File: src/rtl/load_store_unit.sv
// Load/store unit: maps byte/halfword/word core accesses onto a word-wide RAM,
// splitting boundary-crossing accesses and doing read-modify-write for stores.
module load_store_unit #(
    parameter int unsigned profundidad = 1024,
    localparam int unsigned AW = $clog2(profundidad)
) (
    input  logic          clk,
    input  logic          rst_n,
    input  logic          MemRead,
    input  logic          MemWrite,
    input  logic [2:0]    funct3,
    input  logic [31:0]   addr,
    input  logic [31:0]   store_data,
    output logic [31:0]   load_data,
    output logic          busy,
    output logic          done,
    output logic          err,
    output logic [AW-1:0] ram_address,
    output logic [31:0]   ram_write_data,
    output logic          ram_MemWrite,
    output logic          ram_MemRead,
    input  logic [31:0]   ram_read_data
);

    typedef enum logic [2:0] {StIdle, StRd0, StRd1, StWr0, StWr1, StDone} state_t;

    localparam logic [AW-1:0] LastIdx = AW'(profundidad - 1);

    state_t        state_q, state_d;
    logic          write_q, err_q;
    logic [2:0]    f3_q;
    logic [1:0]    off_q;
    logic [AW-1:0] idx_q, idx_nxt;
    logic [31:0]   sdata_q, w0_q, w1_q, load_data_q;

    logic          accept, illegal, split, load_upd;
    logic [2:0]    size_n;
    logic [7:0]    bmask;
    logic [63:0]   mask64, sst64, merged, rd_pair, shifted;
    logic [31:0]   load_ext;
    logic          unused_addr;

    assign unused_addr = ^addr[31:AW+2];

    assign accept  = (state_q == StIdle) && (MemRead || MemWrite);
    assign illegal = (funct3 == 3'b011) || (funct3[2:1] == 2'b11);
    assign idx_nxt = (idx_q == LastIdx) ? '0 : idx_q + 1'b1;

    always_comb begin
        size_n = 3'd4;
        bmask  = 8'b0000_1111;
        unique case (f3_q[1:0])
            2'b00:   begin size_n = 3'd1; bmask = 8'b0000_0001; end
            2'b01:   begin size_n = 3'd2; bmask = 8'b0000_0011; end
            default: begin size_n = 3'd4; bmask = 8'b0000_1111; end
        endcase
    end

    assign split = ({1'b0, off_q} + size_n) > 3'd4;

    // Store merge over the two-word window {w1, w0}; store bytes land at offset o.
    always_comb begin
        mask64 = '0;
        for (int i = 0; i < 8; i++) begin
            mask64[8*i +: 8] = {8{bmask[i]}} << 0;
        end
        mask64 = mask64 << {off_q, 3'b000};
        sst64  = {32'b0, sdata_q} << {off_q, 3'b000};
        merged = ({w1_q, w0_q} & ~mask64) | (sst64 & mask64);
    end

    // In RD1 the second word is still on the RAM bus; in RD0 only the first is.
    assign rd_pair = (state_q == StRd1) ? {ram_read_data, w0_q} : {32'b0, ram_read_data};
    assign shifted = rd_pair >> {off_q, 3'b000};

    always_comb begin
        unique case (f3_q[1:0])
            2'b00:   load_ext = f3_q[2] ? {24'b0, shifted[7:0]}
                                        : {{24{shifted[7]}}, shifted[7:0]};
            2'b01:   load_ext = f3_q[2] ? {16'b0, shifted[15:0]}
                                        : {{16{shifted[15]}}, shifted[15:0]};
            default: load_ext = shifted[31:0];
        endcase
    end

    always_comb begin
        state_d = state_q;
        unique case (state_q)
            StIdle:  if (accept) state_d = illegal ? StDone : StRd0;
            StRd0:   state_d = split ? StRd1 : (write_q ? StWr0 : StDone);
            StRd1:   state_d = write_q ? StWr0 : StDone;
            StWr0:   state_d = split ? StWr1 : StDone;
            StWr1:   state_d = StDone;
            StDone:  state_d = StIdle;
            default: state_d = StIdle;
        endcase
    end

    assign load_upd = !write_q && (state_d == StDone) &&
                      ((state_q == StRd0) || (state_q == StRd1));

    always_ff @(posedge clk or negedge rst_n) begin
        if (!rst_n) begin
            state_q     <= StIdle;
            write_q     <= 1'b0;
            err_q       <= 1'b0;
            f3_q        <= 3'b0;
            off_q       <= 2'b0;
            idx_q       <= '0;
            sdata_q     <= 32'b0;
            w0_q        <= 32'b0;
            w1_q        <= 32'b0;
            load_data_q <= 32'b0;
        end else begin
            state_q <= state_d;
            if (accept) begin
                write_q <= MemWrite;
                err_q   <= illegal;
                f3_q    <= funct3;
                off_q   <= addr[1:0];
                idx_q   <= addr[AW+1:2];
                sdata_q <= store_data;
            end
            if (state_q == StRd0) w0_q <= ram_read_data;
            if (state_q == StRd1) w1_q <= ram_read_data;
            if (load_upd) load_data_q <= load_ext;
        end
    end

    always_comb begin
        ram_address    = '0;
        ram_write_data = 32'b0;
        ram_MemWrite   = 1'b0;
        ram_MemRead    = 1'b0;
        unique case (state_q)
            StRd0: begin ram_MemRead = 1'b1; ram_address = idx_q; end
            StRd1: begin ram_MemRead = 1'b1; ram_address = idx_nxt; end
            StWr0: begin
                ram_MemWrite   = 1'b1;
                ram_address    = idx_q;
                ram_write_data = merged[31:0];
            end
            StWr1: begin
                ram_MemWrite   = 1'b1;
                ram_address    = idx_nxt;
                ram_write_data = merged[63:32];
            end
            default: ;
        endcase
    end

    assign load_data = load_data_q;
    assign busy      = (state_q != StIdle);
    assign done      = (state_q == StDone);
    assign err       = done && err_q;

endmodule

File: config.mk
export PLATFORM = sky130hd
export DESIGN_NAME = load_store_unit
export DESIGN_NICKNAME = d
export VERILOG_FILES = /design/src/rtl/load_store_unit.sv
export SDC_FILE = /design/constraint.sdc
export NUM_CORES = 1
export LEC_CHECK = 0
export CAP_MARGIN = 25
export CORE_UTILIZATION = 40
export DETAILED_ROUTE_END_ITERATION = 7
export GPL_TIMING_DRIVEN = 1
export PLACE_DENSITY = 0.74
export REMOVE_ABC_BUFFERS = 1
export SETUP_SLACK_MARGIN = 0.05
export SLEW_MARGIN = 25
export SYNTH_ARGS = -nofsm -noshare
export SYNTH_HDL_FRONTEND = slang
export SYNTH_SLANG_ARGS = --single-unit
export TNS_END_PERCENT = 20
File: constraint.sdc
create_clock -name clk -period 3.2 [get_ports clk]
set_clock_uncertainty 0.15 [all_clocks]
set_input_delay 0.32 -clock clk [delete_from_list [all_inputs] [get_ports clk]]
set_output_delay 0.32 -clock clk [all_outputs]
set_load 0.1 [all_outputs]
==> Word level (Yosys, flattened, before mapping) <==
Cells that the tools add are included.
{ "word_totals": {"output_inout_bits": 79, "word_cells": 62, "inputBits": 103, "ff_bits": 148, "mem_bits_ro": 0, "mem_bits_rw": 0, "memories": 0, "latchBits": 0} }
{ "op_classes": {"bitwise_logic": 4, "n_mul": 0, "n_lt_le_gt_ge": 1, "n_reduce_logical": 15, "muxes": 17, "n_addsub": 2, "n_shift": 3, "n_div": 0, "eq_ne": 10} }
{ "op_table": {"columns": ["cell", "count"], "rows": [
  ["bitwise AND 64 bit", 2],
  ["case mux 32 bit (2 select lines)", 2],
  ["left shift 32 x 5 -> 64 bit", 2],
  ["two-way mux 32 bit", 2],
  ["two-way mux 64 bit", 1],
  ["inverter 64 bit", 1],
  ["bitwise OR 64 bit", 1],
  [">> shifter 64 x 5 -> 32 bit", 1],
  ["case mux 10 bit (2 select lines)", 1],
  ["case mux 3 bit (5 select lines)", 1],
  ["two-way mux 3 bit", 4],
  ["adder 10 x 1 -> 10 bit, second input constant", 1],
  ["== test 10 bit, second input constant", 1],
  ["two-way mux 10 bit", 1],
  ["== test 3 x 2 -> 1 bit, second input constant", 3],
  ["== test 3 bit, second input constant", 3],
  ["case mux 4 bit (2 select lines)", 1],
  ["OR reduction 2 bit", 4],
  ["case mux 3 bit (2 select lines)", 1],
  ["logical AND 1 bit", 4],
  ["adder 2 x 3 -> 3 bit", 1],
  ["== test 3 x 1 -> 1 bit, second input constant", 1],
  ["> comparator 3 bit, second input constant", 1],
  ["zero test 3 bit", 1],
  ["other kinds (7)", 11]
]} }

==> Longest topological paths before layout <==
Gate-level depths: netlist of the first run.
{ "depth": {"depth_word": 9, "mapped_depth": 11, "ltp_nobuf": 9} }

==> Least setup slack after synthesis of the first run <==
Ideal clock, no wire load.
{ "synth_timing": {"path_kind": "flip-flop to output port", "startpoint": "register off_q[0]", "endpoint": "output port ram_write_data[24]", "arrival_ns": 4.035, "required_time_ns": 2.730, "setup_slack_ns": -1.305, "path_stages_with_launch": 10, "path_buffers": 3, "cell_sequence": "dfrtp_1 -> buf_2 -> clkinv_1 -> clkbuf_1 -> ha_1 -> nand2b_1 -> and2_1 -> buf_1 -> mux2i_1 -> o21ai_0"} }
{ "synth_via": {"elab_chain_len": 5, "word_cells_on_any_way": 7, "cone_classes": "shift: 2; mux: 1; bitwise: 4"} }
{ "synth_lines": {"columns": ["element", "line", "text"], "rows": [
  ["from (decl)", "32", "logic [1:0] off_q;"],
  ["from (signal assigned)", "120", "off_q <= addr[1:0];"],
  ["left shift 32 x 5 -> 64 bit", "67", "mask64 = mask64 << {off_q, 3'b000};"],
  ["inverter 64 bit", "69", "merged = ({w1_q, w0_q} & ~mask64) | (sst64 & mask64);"],
  ["bitwise AND 64 bit", "69", null],
  ["bitwise OR 64 bit *", "69", null],
  ["case mux 32 bit (2 select lines) *", "135", "unique case (state_q)"],
  ["to (decl)", "19", "output logic [31:0] ram_write_data,"]
]} }
Mark *: on every way between the ends. The rest lies on a longest branch, timed or not.

==> Worst setup path after layout of the first run <==
{ "layout_timing": {"startpoint": "register f3_q[0]", "endpoint": "output port ram_write_data[29]"} }
{ "layout_via": {"elab_chain_len": 7, "word_cells_on_any_way": 9, "cone_classes": "eq/ne: 1; shift: 1; mux: 2; bitwise: 4; reduce/logical: 1"} }
{ "layout_lines": {"columns": ["element", "line", "text"], "rows": [
  ["from (decl)", "31", "logic [2:0] f3_q;"],
  ["from (signal assigned)", "119", "f3_q <= funct3;"],
  ["== test 2 x 1 -> 1 bit / zero test 2 bit (equally long branches)", "52", "unique case (f3_q[1:0])"],
  ["case mux 4 bit (2 select lines) *", "52", null],
  ["left shift 32 x 5 -> 64 bit *", "67", null],
  ["inverter 64 bit", "69", null],
  ["bitwise AND 64 bit", "69", null],
  ["bitwise OR 64 bit *", "69", null],
  ["case mux 32 bit (2 select lines) *", "135", null]
]} }
Marks and branches as above.

==> out/results.tsv, run 1 <==
stage	metric	value	unit
detailed_routing	total wire length	27.1	mm
clock_tree	CTS Sinks	148	
worst_setup_path	sort of element at the end of the critical path	primary output	
logic_synthesis	synthesized instance count	865	
timing	final count of pins violating max slew	0	
placement	Placement Setup Slack	0.205	ns
logic_synthesis	count of flip-flops with a built-in enable after synthesis	0	
floorplanning	horizontal die dimension	149	microns
global_route	GRT overflow	0	
detailed_routing	starting DRC count in detailed routing	1000	
cells_and_area	final-stage net count	1144	
detailed_routing	vias per cell	5.90	
clock_tree	clock tree buffer depth	2	
worst_setup_path	critical-path maximum fanout	9	
worst_setup_path	required time of the critical path	2.73	ns
floorplanning	Chip Height	149	microns
timing	unrepaired setup endpoints after global routing	false	
detailed_routing	iteration count of the initial detailed-routing pass	7	
clock_tree	CTS Root Buffer Type	sky130_fd_sc_hd__clkbuf_16	
floorplanning	Total Die Area	22200	sq um
timing	maximum clock frequency	0.328	GHz
floorplanning	core area	21100	sq um
logic_synthesis	prevailing post-synth register cell	sky130_fd_sc_hd__dfrtp_1	
logic_synthesis	most area-hungry cell type in the Yosys netlist	sky130_fd_sc_hd__dfrtp_1	
timing	minimum clock period	3.05	ns
cells_and_area	utilization after layout	55.7	%
logic_synthesis	Synth area leaders	sky130_fd_sc_hd__dfrtp_1, sky130_fd_sc_hd__mux2_2, sky130_fd_sc_hd__mux2i_1	
global_route	initial antenna violation count	0	
worst_setup_path	category of the worst setup path launch point	register	
cells_and_area	n_diodes	0	
cells_and_area	Post-Layout Inst Area	11700	sq um
placement	Post-Place Cell Area	11100	sq um
cells_and_area	Final Instance Count excl. Fillers	1325	
timing	Worst Slack Setup Final	0.153	ns
timing	Slew @ Worst Pin	0.830	ns
logic_synthesis	Yosys warnings	0	
worst_setup_path	critical path class	reg -> out	
timing	part of the cycle the worst path needs	95.2	%
floorplanning	initial core utilization	40.9	%
clock_tree	register clock-pin slew on the reported worst setup and hold paths	0.06	ns
placement	number of placed instances with taps included	1291	
clock_tree	clock buffer count from CTS	17	
run	number of maximum-capacitance constraint violations	0	
global_route	pin count of the biggest net entering global routing	64	
clock_tree	H-Tree Level Count	4	
logic_synthesis	register bit count reported by yosys	148	
global_route	All-Layer GR Usage	24.9	%
logic_synthesis	async set-reset flop share out of synthesis	100	%
logic_synthesis	top cells by count, synth	sky130_fd_sc_hd__nand2_1, sky130_fd_sc_hd__dfrtp_1, sky130_fd_sc_hd__mux2_2, sky130_fd_sc_hd__mux2i_1, sky130_fd_sc_hd__o21ai_0	
timing	headroom to the max-slew limit	44.7	%
global_route	global-route wire length before repair	42.3	mm
outcome	run status	finished, final reports clean	
logic_synthesis	post-synthesis area per instance	9.97	sq um
placement	RD Place Congestion	0.903	
clock_tree	clock latency on the worst-skew pair	0.43	ns
timing	Final Hold Viols	0	
placement	HPWL after DPL	18.9	mm
floorplanning	row count	53	
clock_tree	TritonCTS clock tree	done	
logic_synthesis	Yosys cell types	53	
cells_and_area	fill count	1774	
detailed_routing	vias	7821	
floorplanning	I/O Pins	182	
timing	Setup-failing EPs final	0	
logic_synthesis	cell with the most instances after synthesis	sky130_fd_sc_hd__nand2_1	
logic_synthesis	sequential share of the synthesized area	42.9	%
logic_synthesis	Yosys top cell area share	42.9	%
cells_and_area	fraction of final layout cells with drive strength greater than 1	28.0	%
logic_synthesis	mapped cell area	8630	sq um
placement	PortBufs	161	
detailed_routing	post-detailed-route count of antenna-violating nets	0	
worst_hold_path	Hold/Removal Path Class	in -> async	
detailed_routing	per-cell routed wire length	20.5	microns
worst_setup_path	arrival time at the worst endpoint	2.58	ns
global_route	via count of the first global-routing pass	7618	
cells_and_area	synthesis-to-finish area growth	36.2	%
detailed_routing	remaining routing DRC violations	0	
-- final timing paths --
kind | start | to | slack [ns] | cells past startpoint
max in group asynchronous | rst_n | w0_q[18] | 1.77 | 3
setup reg to reg | state_q[0] | load_data[26] | 0.34 | 6
min in group clk | w1_q[30] | w1_q[30] | 0.33 | 2
hold reg to reg | w1_q[30] | w1_q[30] | 0.33 | 2
hold / removal | rst_n | idx_q[2] | 0.29 | 2
setup / recovery | f3_q[0] | ram_write_data[29] | 0.15 | 8
-- layout make-up --
cell class	count	area (sq um)	share of cell area (%)
timing repair buffer	217	2430	20.7
sequential	148	3710	31.6
multi-input combinational	644	4660	39.6
clock buffer	20	447	3.80
clock inverter	12	131	1.12
inverter	9	33.8	0.288
tap	275	344	2.93
-- cells in the final DEF, fill, tap and decap left out, drive strengths merged, types with 4 or more instances in the layout --
| cell type | synthesis | routed |
|---|---|---|
| o21ai | 49 | 49 |
| buf | 19 | 135 |
| clkbuf | 45 | 20 |
| nand2 | 169 | 169 |
| a221oi | 11 | 11 |
| o22ai | 21 | 21 |
| mux4 | 8 | 8 |
| o311ai | 7 | 7 |
| o32ai | 8 | 8 |
| clkdlybuf4s50 | 0 | 81 |
| clkinv | 1 | 6 |
| mux2i | 95 | 95 |
| nor2 | 45 | 45 |
| inv | 8 | 9 |
| nor3 | 5 | 5 |
| mux2 | 103 | 103 |
| o211ai | 5 | 5 |
| a32oi | 7 | 7 |
| clkinvlp | 0 | 4 |
| a22o | 6 | 6 |
| dfrtp | 148 | 148 |
| a31oi | 9 | 9 |
| a21oi | 29 | 29 |
| nor2b | 7 | 7 |
| and2 | 5 | 5 |
| a222oi | 4 | 4 |
| nand3 | 10 | 10 |
| nand2b | 4 | 4 |
-- stage by stage --
stage / setup TNS, ns / hold slack, ns
2_1_floorplan: -217.45 / -0.126
4_1_cts: 0 / 0.327
5_1_grt: 0 / 0.349
3_5_place_dp: 0 / 0.208
3_3_place_gp: 0 / 0.210
6_report: 0 / 0.290
-- flip-flops by register name (all words and copies together), names as in the netlist --
register / flops
err_q: 1
f3_q: 3
idx_q: 10
load_data: 32
off_q: 2
sdata_q: 32
state_q: 3
w0_q: 32
w1_q: 32
write_q: 1
-- routing by layer --
layer / up-vias / part of all wire (%) / global-route usage, %
met3: 56 / 8.3 / 5.60
met2: 390 / 47 / 39.1
met4: 0 / 2.3 / 8.01
li1: 3483 / - / -
met1: 3892 / 43 / 34.1
met5: - / 0 / 0
-- worst max-delay path: stages (launching register included) --
cell and delay (ns):
sky130_fd_sc_hd__dfrtp_1 0.44, sky130_fd_sc_hd__nor2_2 0.20, sky130_fd_sc_hd__ha_1 0.23, sky130_fd_sc_hd__nand2b_1 0.13
sky130_fd_sc_hd__and2_1 0.26, sky130_fd_sc_hd__buf_4 0.26, sky130_fd_sc_hd__a21oi_1 0.10, sky130_fd_sc_hd__o21ai_1 0.30
sky130_fd_sc_hd__buf_12 0.22
-- kinds of logic (layout without fill, tap and decap cells) --
logic type / Yosys count / after routing / synth area share, %
fa+ha+maj: 4 / 4 / 0.667
flops: 148 / 148 / 42.9
xor+xnor: 3 / 3 / 0.305
mux: 206 / 206 / 26.6
compound gates: 171 / 171 / 13.2
buf+inv: 73 / 258 / 3.45
simple gates: 260 / 260 / 12.9
-- timing repair --
action | in CTS | in global routing
endpoints found under the hold margin | 61 | 0
hold buffers | 1 | 0
resized for setup | 5 | 7
setup buffers | 0 | 1
setup endpoints to repair | 5 | 26
pin swaps | 0 | 1
Power of run 1 is left out: the tool's default activity adds up to more than one toggle a clock period on the data nets, which glitch-free logic cannot reach.
==> inputs of run 2 (changes only) <==
CAP_MARGIN = 20   (was 25)
==> results of run 2 <==
Same layout as run 1: the final DEF is identical, and so are final timing and power.
Power of run 2 is left out for the same reason.
